[config.mk]
export PLATFORM = sky130hd
export DESIGN_NAME = mc_control
export DESIGN_NICKNAME = d
export VERILOG_FILES = /design/src/rtl/mc_control.sv
export SDC_FILE = /design/constraint.sdc
export NUM_CORES = 1
export LEC_CHECK = 0
export ABC_CLOCK_PERIOD_IN_PS = 1990
export CAP_MARGIN = 20
export CORE_MARGIN = 2
export CORE_UTILIZATION = 44
export CTS_BUF_LIST = sky130_fd_sc_hd__clkbuf_4 sky130_fd_sc_hd__clkbuf_8 sky130_fd_sc_hd__clkbuf_16
export DETAILED_ROUTE_END_ITERATION = 10
export GPL_ROUTABILITY_DRIVEN = 0
export PLACE_DENSITY = 0.87
export SETUP_SLACK_MARGIN = 0.5
export SYNTH_ARGS = -nofsm -noshare
export SYNTH_HDL_FRONTEND = slang
export SYNTH_SLANG_ARGS = --single-unit
[constraint.sdc]
create_clock -name clk -period 1.99 [get_ports clk]
set_input_delay 0.199 -clock clk [delete_from_list [all_inputs] [get_ports clk]]
set_output_delay 0.199 -clock clk [all_outputs]
set_load 0.01 [all_outputs]
[src/rtl/mc_control.sv]
// Multi-cycle Moore control FSM for the Lab3 MIPS-subset CPU, with a retired-instruction counter.
// Optional memory handshake: define MC_CTRL_MEMWAIT_EN to stall IF/MEMRD/MEMWR until mem_ready.
module mc_control #(
    parameter int CNT_W = 16
) (
    input  logic             clk,
    input  logic             rst,
    input  logic [5:0]       opcode,
    input  logic [5:0]       funct,
    input  logic             mem_ready,
    output logic             pc_write,
    output logic             pc_write_cond,
    output logic             iord,
    output logic             mem_read,
    output logic             mem_write,
    output logic             ir_write,
    output logic             regdst,
    output logic             memtoreg,
    output logic             write_reg,
    output logic             alusrc_a,
    output logic [1:0]       alusrc_b,
    output logic             ext_zero,
    output logic [1:0]       aluop,
    output logic [1:0]       pcsource,
    output logic [3:0]       state,
    output logic             instr_done,
    output logic             illegal,
    output logic [CNT_W-1:0] instr_cnt
);

    // state  | meaning
    // IDLE   | after reset, nothing driven
    // IF     | fetch, PC += 4
    // ID     | decode, branch target precomputed
    // MEMADR | lw/sw address
    // MEMRD  | lw data read
    // MEMWB  | lw register write-back
    // MEMWR  | sw data write
    // EXR    | R-type ALU operation
    // WBR    | R-type write-back
    // BEQ    | branch compare
    // JMP    | jump
    // EXI    | addi/ori ALU operation
    // WBI    | immediate write-back
    typedef enum logic [3:0] {
        S_IDLE   = 4'd0,
        S_IF     = 4'd1,
        S_ID     = 4'd2,
        S_MEMADR = 4'd3,
        S_MEMRD  = 4'd4,
        S_MEMWB  = 4'd5,
        S_MEMWR  = 4'd6,
        S_EXR    = 4'd7,
        S_WBR    = 4'd8,
        S_BEQ    = 4'd9,
        S_JMP    = 4'd10,
        S_EXI    = 4'd11,
        S_WBI    = 4'd12
    } state_t;

    localparam logic [5:0] OP_RTYPE = 6'b000000;
    localparam logic [5:0] OP_LW    = 6'b100011;
    localparam logic [5:0] OP_SW    = 6'b101011;
    localparam logic [5:0] OP_BEQ   = 6'b000100;
    localparam logic [5:0] OP_J     = 6'b000010;
    localparam logic [5:0] OP_ADDI  = 6'b001000;
    localparam logic [5:0] OP_ORI   = 6'b001101;

    state_t           state_q, state_d;
    logic [CNT_W-1:0] cnt_q, cnt_d;
    logic             mem_ok;

    // The ALU decodes funct itself; the controller only passes aluop=10.
    logic funct_unused;
    assign funct_unused = ^funct;

`ifdef MC_CTRL_MEMWAIT_EN
    assign mem_ok = mem_ready;
`else
    logic mem_ready_unused;
    assign mem_ready_unused = mem_ready;
    assign mem_ok           = 1'b1;
`endif

    always_comb begin
        state_d       = state_q;
        pc_write      = 1'b0;
        pc_write_cond = 1'b0;
        iord          = 1'b0;
        mem_read      = 1'b0;
        mem_write     = 1'b0;
        ir_write      = 1'b0;
        regdst        = 1'b0;
        memtoreg      = 1'b0;
        write_reg     = 1'b0;
        alusrc_a      = 1'b0;
        alusrc_b      = 2'b00;
        ext_zero      = 1'b0;
        aluop         = 2'b00;
        pcsource      = 2'b00;
        instr_done    = 1'b0;
        illegal       = 1'b0;
        case (state_q)
            S_IDLE: state_d = S_IF;
            S_IF: begin
                mem_read = 1'b1;
                alusrc_b = 2'b01;
                if (mem_ok) begin
                    ir_write = 1'b1;
                    pc_write = 1'b1;
                    state_d  = S_ID;
                end
            end
            S_ID: begin
                alusrc_b = 2'b11;
                case (opcode)
                    OP_RTYPE:        state_d = S_EXR;
                    OP_LW, OP_SW:    state_d = S_MEMADR;
                    OP_BEQ:          state_d = S_BEQ;
                    OP_J:            state_d = S_JMP;
                    OP_ADDI, OP_ORI: state_d = S_EXI;
                    default: begin
                        illegal    = 1'b1;
                        instr_done = 1'b1;
                        state_d    = S_IF;
                    end
                endcase
            end
            S_MEMADR: begin
                alusrc_a = 1'b1;
                alusrc_b = 2'b10;
                state_d  = (opcode == OP_SW) ? S_MEMWR : S_MEMRD;
            end
            S_MEMRD: begin
                mem_read = 1'b1;
                iord     = 1'b1;
                if (mem_ok) state_d = S_MEMWB;
            end
            S_MEMWR: begin
                mem_write = 1'b1;
                iord      = 1'b1;
                if (mem_ok) begin
                    instr_done = 1'b1;
                    state_d    = S_IF;
                end
            end
            S_MEMWB: begin
                write_reg  = 1'b1;
                memtoreg   = 1'b1;
                instr_done = 1'b1;
                state_d    = S_IF;
            end
            S_EXR: begin
                alusrc_a = 1'b1;
                aluop    = 2'b10;
                state_d  = S_WBR;
            end
            S_WBR: begin
                write_reg  = 1'b1;
                regdst     = 1'b1;
                instr_done = 1'b1;
                state_d    = S_IF;
            end
            S_BEQ: begin
                alusrc_a      = 1'b1;
                aluop         = 2'b01;
                pc_write_cond = 1'b1;
                pcsource      = 2'b01;
                instr_done    = 1'b1;
                state_d       = S_IF;
            end
            S_JMP: begin
                pc_write   = 1'b1;
                pcsource   = 2'b10;
                instr_done = 1'b1;
                state_d    = S_IF;
            end
            S_EXI: begin
                alusrc_a = 1'b1;
                alusrc_b = 2'b10;
                if (opcode == OP_ORI) begin
                    aluop    = 2'b11;
                    ext_zero = 1'b1;
                end
                state_d = S_WBI;
            end
            S_WBI: begin
                write_reg  = 1'b1;
                instr_done = 1'b1;
                state_d    = S_IF;
            end
            // Encodings 13-15 recover like IDLE
            default: state_d = S_IF;
        endcase
    end

    always_comb begin
        cnt_d = cnt_q;
        if (instr_done) cnt_d = cnt_q + CNT_W'(1);
    end

    always_ff @(posedge clk or negedge rst) begin
        if (!rst) begin
            state_q <= S_IDLE;
            cnt_q   <= '0;
        end else begin
            state_q <= state_d;
            cnt_q   <= cnt_d;
        end
    end

    assign state     = state_q;
    assign instr_cnt = cnt_q;

endmodule

==> reports/metrics.cfg, run 1 <==
[global_route]
grt_max_degree=21
antenna_found_initial=0

[placement]
port_buffers=46
placedCellCount=259
place_ws_ps=-459
dpl.hpwl_um=3140

[synthesis]
synth-seq-cells=20
avgSynthCellArea_um2=9.29
yosys-top-cells-area=dfrtp_1 (36%), xor2_1 (6.9%), nor2_1 (5.4%)
ys_types=48
yosys_warnings=0
synth_top_cell_area_share=0.357
syn_inst=151
netlist_area_um2=1400
synth_seq_area_share=0.357
syn-num-nets=167
synth_area_leader_cell=dfrtp_1

[clocking]
clk_path_buf_depth=2
numClockSinks=20
htreeDepth=1
cts_made_buffers=3
cts-root-buf=clkbuf_4

[die]
die_y_um=60.5
initial_core_util=0.459
row_count=20
die_w_um=60.5
ios=54

[sta]
endpoint_type=register input
postGrtWorstEndpoint=instr_cnt[12]$_DFFE_PN0P_/D

[outcome]
haltStage=global routing
outcome=aborted with a tool error
error_line=[ERROR DPL-0033] detailed placement checks failed during check placement.

through the flow:
step	cell area (um^2)	TNS, ps
floorplan	1500	0
detailed placement	2140	-5910
global placement	2140	-3910
CTS	2570	0
cells in the mapped netlist (all sizes together):
library cell,count
dfrtp,20
nor2,20
xor2,11
nand2,10
nor3,8
xnor2,7
buf,6
inv,6
nand2b,6
nand3,6
a21oi,4
nand4,4
nor3b,3
o21ai,3
or2,3
or3,3
a211oi,2
a21o,2
and3,2
clkbuf,2
nor4,2
o21a,2
o22ai,2
a2111oi,1
a221oi,1
a22oi,1
a32oi,1
a41oi,1
and3b,1
and4bb,1
ha,1
maj3,1
mux2,1
nor4b,1
o2111ai,1
o211a,1
o211ai,1
o31ai,1
o41ai,1
or4,1
cells by family after synthesis:
group           after synthesis  synth area share
simple gates                 71             0.285
buf+inv                      14            0.0624
compound gates               25             0.159
fa+ha+maj                     2            0.0161
flops                        20             0.357
mux                           1           0.00803
xor+xnor                     18             0.112
timing repair:
| action | 4_1_cts |
|---|---|
| hold buffers | 0 |
| setup endpoints to repair | 51 |
| buffers inserted | 30 |
| pin swaps | 25 |
| gates resized for setup | 157 |
==> inputs of run 2 (changes only) <==
==> config.mk (replaced) <==
export PLATFORM = sky130hd
export DESIGN_NAME = mc_control
export DESIGN_NICKNAME = d
export VERILOG_FILES = /design/src/rtl/mc_control.sv
export SDC_FILE = /design/constraint.sdc
export NUM_CORES = 1
export LEC_CHECK = 0
export ABC_CLOCK_PERIOD_IN_PS = 1990
export CAP_MARGIN = 20
export CORE_AREA = 2 2 63 65
export DETAILED_ROUTE_END_ITERATION = 10
export DIE_AREA = 0 0 65 67
export GPL_ROUTABILITY_DRIVEN = 0
export PLACE_DENSITY_LB_ADDON = 0.15
export SYNTH_ARGS = -nofsm -noshare
export SYNTH_HDL_FRONTEND = slang
export SYNTH_SLANG_ARGS = --single-unit
==> reports/metrics.cfg, run 2 <==
[outcome]
outcome=complete, no violations

[clocking]
cts_made_buffers=3  ; unchanged
cts_hold_buf=0  ; unchanged
insertion_delay_ps=250
cts_tree=built
cts-root-buf=clkbuf_8
clk_path_buf_depth=2  ; unchanged
clk_pin_slew_ps=80
htreeDepth=1  ; unchanged
numClockSinks=20  ; unchanged

[placement]
dpl.hpwl_um=2730  ; -13%
port_buffers=46  ; unchanged
place_ws_ps=-347  ; +112 ps

[sta]
fin_setup_tns_ps=0
worst_slew_pin_slew_ps=366
finalSetupViolCount=0
relSlewSlack=0.755
fin_skew_ps=1.48
max_freq_mhz=512
finalHoldViolCount=0
period_share=0.981
setup_ws_ps=37.2
drv_slew=0
min_period_ps=1950
rsz0062_at_grt=true

[die]
die_area_um2=4360
die_y_um=67  ; +11%
core_area_um2=3610
initial_core_util=0.389  ; -0.0705
die_w_um=65  ; +7.5%
ios=54  ; unchanged
row_count=22  ; +10%

[power]
ir_drop_mv=0.531
seqPwrFrac=0.259
clock_power_share=0.128
power_density_nw_per_um2=1140
p_leak_nw=1.06
p_int_mw=1.42
netSwitchingFraction=0.417
total_power_mw=2.44
combPwrFrac=0.613
p_sw_mw=1.02

[flow_run]
drv_cap=0

[synthesis]
yosys_warnings=0  ; unchanged
ys_async_sr_fraction=1.00  ; unchanged
netlist_area_um2=1400  ; unchanged
synth_ff_type=dfrtp_1
avgSynthCellArea_um2=9.29  ; unchanged
synth_seq_area_share=0.357  ; unchanged
synth_common_cells=dfrtp_1 (20), nor2_1 (20), xor2_1 (11)
yosys-top-cells-area=dfrtp_1 (36%), xor2_1 (6.9%), nor2_1 (5.4%)
ys_types=48  ; unchanged
synth_edf_count=0  ; unchanged
synth_area_leader_cell=dfrtp_1
syn_inst=151  ; unchanged
synth-seq-cells=20  ; unchanged
synth_top_cell_area_share=0.357  ; unchanged
syn-num-nets=167  ; unchanged

[setup_path]
crit_required_ps=1790
path_max_fanout=5
rrSetupSlack_ps=150
path_buf_inv=3
worst_setup_path_end_kind=primary output
critPathKind=input port to primary output
crit_arrival_ps=1750
r2r_cells=5
start_kind=input port
cp_top_family=buffers and inverters
r2r_start=state[3]$_DFF_PN0_
critPathLaunch=opcode[2]
cp_slowest_cell=clkdlybuf4s50_1
slowest_delay_ps=430
path_depth=7
critPathCapture=illegal
crit_chain=clkdlybuf4s50_1 > buf_4 > and4bb_1 > o21ai_0 > o31ai_1 > a211oi_2 > clkdlybuf4s15_2
regToRegEndpoint=state[3]$_DFF_PN0_

[detailed_routing]
dr.pass1.iters=4
viasPerCell=5.16
drt_first_iter_violations=53
routed_wl_um=3580
drc=0
routedWlPerCell_um=13.4
num_vias=1373
ant_nets=0

[global_route]
grt.overflow.total=0
grt_max_degree=21
grt_usage=0.170
grt_pass1_wl_um=5870
antenna_found_initial=0
grt_pass1_vias=1305

[finish]
most-common-layout-cells=clkdlybuf4s50_1 (28), buf_4 (25), nor2_1 (20)
fin_nets=235
final_common_cell=clkdlybuf4s50_1
synthToLayoutAreaGrowth_pct=52.4
largest_register_ffs=16
drive_gt1_frac=0.275
regArea_um2=503
nFillCells=340
fin_util=0.593
multi_input_area_um2=861
diodes=0

[worst_hold_path]
hold_class=input port to async pin

[run 2: cell counts after synthesis]
No cell type changed its count.
[run 2: logic make-up after synthesis]
group	count (synthesis)	share of synthesized area
adders and majority gates	2	0.0161
muxes	1	0.00803
buffers and inverters	14	0.0624
AOI/OAI and AO/OA	25	0.159
xor gates and xnor gates	18	0.112
and+or+nand+nor	71	0.285
DFF	20	0.357
[run 2: through the flow]
| step | hold WS [ps] | instance area [um^2] | cells |
|---|---|---|---|
| final | 289 | 2140 | 266 |
| after global routing | 319 | 2140 | 266 |
| after CTS | 307 | 2130 | 266 |
| after detailed placement | 475 | 2040 | 261 |
| after global placement | 457 | 2040 | 261 |
| after floorplan | -96.6 | 1400 | 151 |
[run 2: final cells by class]
class | count | share of cell area
Multi-Input combinational cell | 117 | 0.403
Timing Repair Buffer | 71 | 0.297
Inverter | 6 | 0.0105
Sequential cell | 20 | 0.235
Clock buffer | 4 | 0.0258
Tap cell | 48 | 0.0281
[run 2: metal layers]
layer	part of all wire	wire (um)	global-route usage
met3	0.034	121	0.0169
met5	0	0	0
met1	0.44	1590	0.217
met4	0.0076	27	0.0479
met2	0.51	1840	0.303
[run 2: worst min-delay path by stage]
stage,start,end,slack [ps],cells after the start
floorplan,rst,instr_cnt[0]$_DFFE_PN0P_,-100,0
global placement,instr_cnt[15]$_DFFE_PN0P_,instr_cnt[15]$_DFFE_PN0P_,460,1
detailed placement,instr_cnt[14]$_DFFE_PN0P_,instr_cnt[14]$_DFFE_PN0P_,480,1
CTS,rst,instr_cnt[12]$_DFFE_PN0P_,310,2
global route,rst,instr_cnt[10]$_DFFE_PN0P_,320,2
finish,rst,instr_cnt[10]$_DFFE_PN0P_,290,2
[run 2: power groups by stage]
stage / Sequential [mW] / Combinational, mW / Clock [mW]
floorplan: 0.664 / 0.807 / 0
global placement: 0.642 / 1.50 / 0
detailed placement: 0.645 / 1.52 / 0
CTS: 0.633 / 1.51 / 0.313
global route: 0.651 / 1.63 / 0.335
finish: 0.633 / 1.50 / 0.312
[run 2: repair_timing]
action,CTS,global route
setup buffers,1,0
pin swaps,2,2
resized for setup,25,16
endpoints found under the setup margin,19,13
Note: power is estimated with default switching activity, not from simulation.
==> inputs of run 3 (changes only) <==
--- a/config.mk
+++ b/config.mk
@@ -12,6 +12,7 @@
 export DIE_AREA = 0 0 65 67
 export GPL_ROUTABILITY_DRIVEN = 0
 export PLACE_DENSITY_LB_ADDON = 0.15
+export SLEW_MARGIN = 10
 export SYNTH_ARGS = -nofsm -noshare
 export SYNTH_HDL_FRONTEND = slang
 export SYNTH_SLANG_ARGS = --single-unit
==> results of run 3 <==
No change in the layout: final DEF, timing and power equal those of run 2.
==> inputs of run 4 (changes only) <==
--- a/config.mk
+++ b/config.mk
@@ -6,10 +6,9 @@
 export NUM_CORES = 1
 export LEC_CHECK = 0
 export ABC_CLOCK_PERIOD_IN_PS = 1990
-export CAP_MARGIN = 20
-export CORE_AREA = 2 2 63 65
+export CORE_AREA = 10 10 71 73
 export DETAILED_ROUTE_END_ITERATION = 10
-export DIE_AREA = 0 0 65 67
+export DIE_AREA = 0 0 81 83
 export GPL_ROUTABILITY_DRIVEN = 0
 export PLACE_DENSITY_LB_ADDON = 0.15
 export SLEW_MARGIN = 10
==> reports/metrics.cfg, run 4 (synthesis gave the netlist of run 2 again) <==
[outcome]
outcome=complete, no violations

[die]
initial_core_util=0.386  ; -0.00295
core_area_um2=3630  ; +0.76%
row_count=22  ; unchanged
die_y_um=83  ; +24%
die_w_um=81  ; +25%
ios=54  ; unchanged
die_area_um2=6720  ; +54%

[power]
netSwitchingFraction=0.395  ; -0.0219
total_power_mw=2.55  ; +4.7%
p_sw_mw=1.01  ; -0.85%
power_density_nw_per_um2=1170  ; +2.6%
ir_drop_mv=0.560  ; +5.5%
clock_power_share=0.158  ; +0.030
combPwrFrac=0.595  ; -0.018
seqPwrFrac=0.247  ; -0.012
p_leak_nw=1.10  ; +3.9%
p_int_mw=1.55  ; +8.6%

[detailed_routing]
ant_nets=0  ; unchanged
num_vias=1370  ; -0.22%
drt_first_iter_violations=46  ; -13%
drc=0  ; unchanged
viasPerCell=5.09  ; -1.3%
routed_wl_um=3890  ; +8.7%
dr.pass1.iters=4  ; unchanged
routedWlPerCell_um=14.4  ; +7.5%

[setup_path]
crit_arrival_ps=1710  ; -40 ps
start_kind=flip-flop
crit_required_ps=1790  ; about the same
critPathKind=flip-flop to primary output
path_max_fanout=9  ; +4
worst_setup_path_end_kind=primary output

[placement]
placedCellCount=264  ; +1.1%
port_buffers=46  ; unchanged
dpl.hpwl_um=3090  ; +13%

[global_route]
grt_max_degree=21  ; unchanged
grt_pass1_vias=1412  ; +8.2%
antenna_found_initial=0  ; unchanged
grt_pass1_wl_um=6320  ; +7.8%
grt.overflow.total=0  ; unchanged
grt_usage=0.111  ; -0.0586

[clocking]
clk_path_buf_depth=2  ; unchanged
cts-root-buf=clkbuf_8
clk_pin_slew_ps=80  ; about the same
htreeDepth=1  ; unchanged
cts_tree=built
cts_made_buffers=3  ; unchanged
numClockSinks=20  ; unchanged
insertion_delay_ps=260  ; about the same

[sta]
finalSetupViolCount=0  ; unchanged
max_freq_mhz=523  ; +2.1%
drv_slew=0  ; unchanged
min_period_ps=1910  ; -41.0 ps
period_share=0.961  ; -0.0206
worst_slew_pin_slew_ps=322  ; -43.9 ps
fin_skew_ps=7.35  ; +5.87 ps
rsz0062_at_grt=true
relSlewSlack=0.785  ; +0.0293
finalHoldViolCount=0  ; unchanged
hold_slack_ps=275  ; -14.5 ps

[finish]
final_common_cell=buf_4
largest_register_ffs=16  ; unchanged
diodes=0  ; unchanged
synthToLayoutAreaGrowth_pct=55.4
fin_nets=238  ; +1.3%
most-common-layout-cells=buf_4 (27), clkdlybuf4s50_1 (24), nor2_1 (20)
drive_gt1_frac=0.276  ; +0.000789
final_cells=269  ; +1.1%

[flow_run]
drv_cap=0  ; unchanged

[worst_hold_path]
hold_class=input port to async pin

run 4: cell types whose count changed in the layout (fill, tap and decap cells not counted), moves of 2 or more:
cell | before | now
clkbuf_2 | 4 | 2
clkdlybuf4s50_1 | 28 | 24
buf_4 | 25 | 27
dlygate4sd2_1 | 7 | 11
dlymetal6s2s_1 | 6 | 8
run 4: final cells by class:
type | instances | area (um^2)
clock buffer | 3 | 41.3
multi-input combinational | 117 | 858
fill | 343 | 1450
clock inverter | 1 | 30.0
sequential | 20 | 502
tap | 48 | 60.1
timing repair buffer | 74 | 666
inverter | 6 | 22.5
run 4: power groups by stage:
stage / Sequential (mW) / Combinational [mW] / Clock (mW)
2_1_floorplan: 0.664 / 0.807 / 0
3_3_place_gp: 0.641 / 1.54 / 0
3_5_place_dp: 0.647 / 1.56 / 0
4_1_cts: 0.631 / 1.55 / 0.411
5_1_grt: 0.649 / 1.66 / 0.429
6_report: 0.631 / 1.52 / 0.403
run 4: what timing repair did:
item / CTS / global route
setup endpoints to repair: 16 / 11
buffers inserted: 1 / 0
pin swaps: 2 / 5
hold buffers: 0 / 0
resized for setup: 24 / 21
endpoints found under the hold margin: 0 / 0
gates cloned: 0 / 0
run 4: metrics by stage:
step,instance area (um^2),setup slack [ps],setup TNS [ps],util
after floorplan,1400,197,0,-
after global placement,2060,-315,-2900,0.567
after detailed placement,2060,-391,-3630,0.567
after CTS,2130,-39.6,-39.6,0.587
after global routing,2180,-56.2,-56.2,0.600
final,2180,78.2,0,0.600
run 4: layer usage:
metal,global-route usage,wire [um],share of wire,vias up
li1,-,-,-,673
met1,0.129,1560,0.40,665
met2,0.184,1990,0.51,30
met3,0.0334,303,0.078,2
met4,0.0438,31,0.0080,0
met5,0,0,0,-
run 4: worst paths after layout:
check                                          startpoint                   endpoint  slack, ps  depth (start not counted)
worst max-delay path                   state[2]$_DFF_PN0_                 instr_done         80                          6
worst min-delay path                                  rst   instr_cnt[9]$_DFFE_PN0P_        270                          2
worst max register to register         state[2]$_DFF_PN0_   instr_cnt[1]$_DFFE_PN0P_        190                          6
worst min register to register  instr_cnt[15]$_DFFE_PN0P_  instr_cnt[15]$_DFFE_PN0P_        480                          1
max in group asynchronous                             rst         state[1]$_DFF_PN0_       1480                          2
min in group clk                instr_cnt[15]$_DFFE_PN0P_  instr_cnt[15]$_DFFE_PN0P_        480                          1
run 4: worst max-delay path, cell delays in order, from the launching register on:
cell and delay [ps]:
dfrtp_1 430, buf_4 200, nor3b_2 160, o21ai_1 110, a41oi_2 220, inv_1 50, dlygate4sd2_1 280
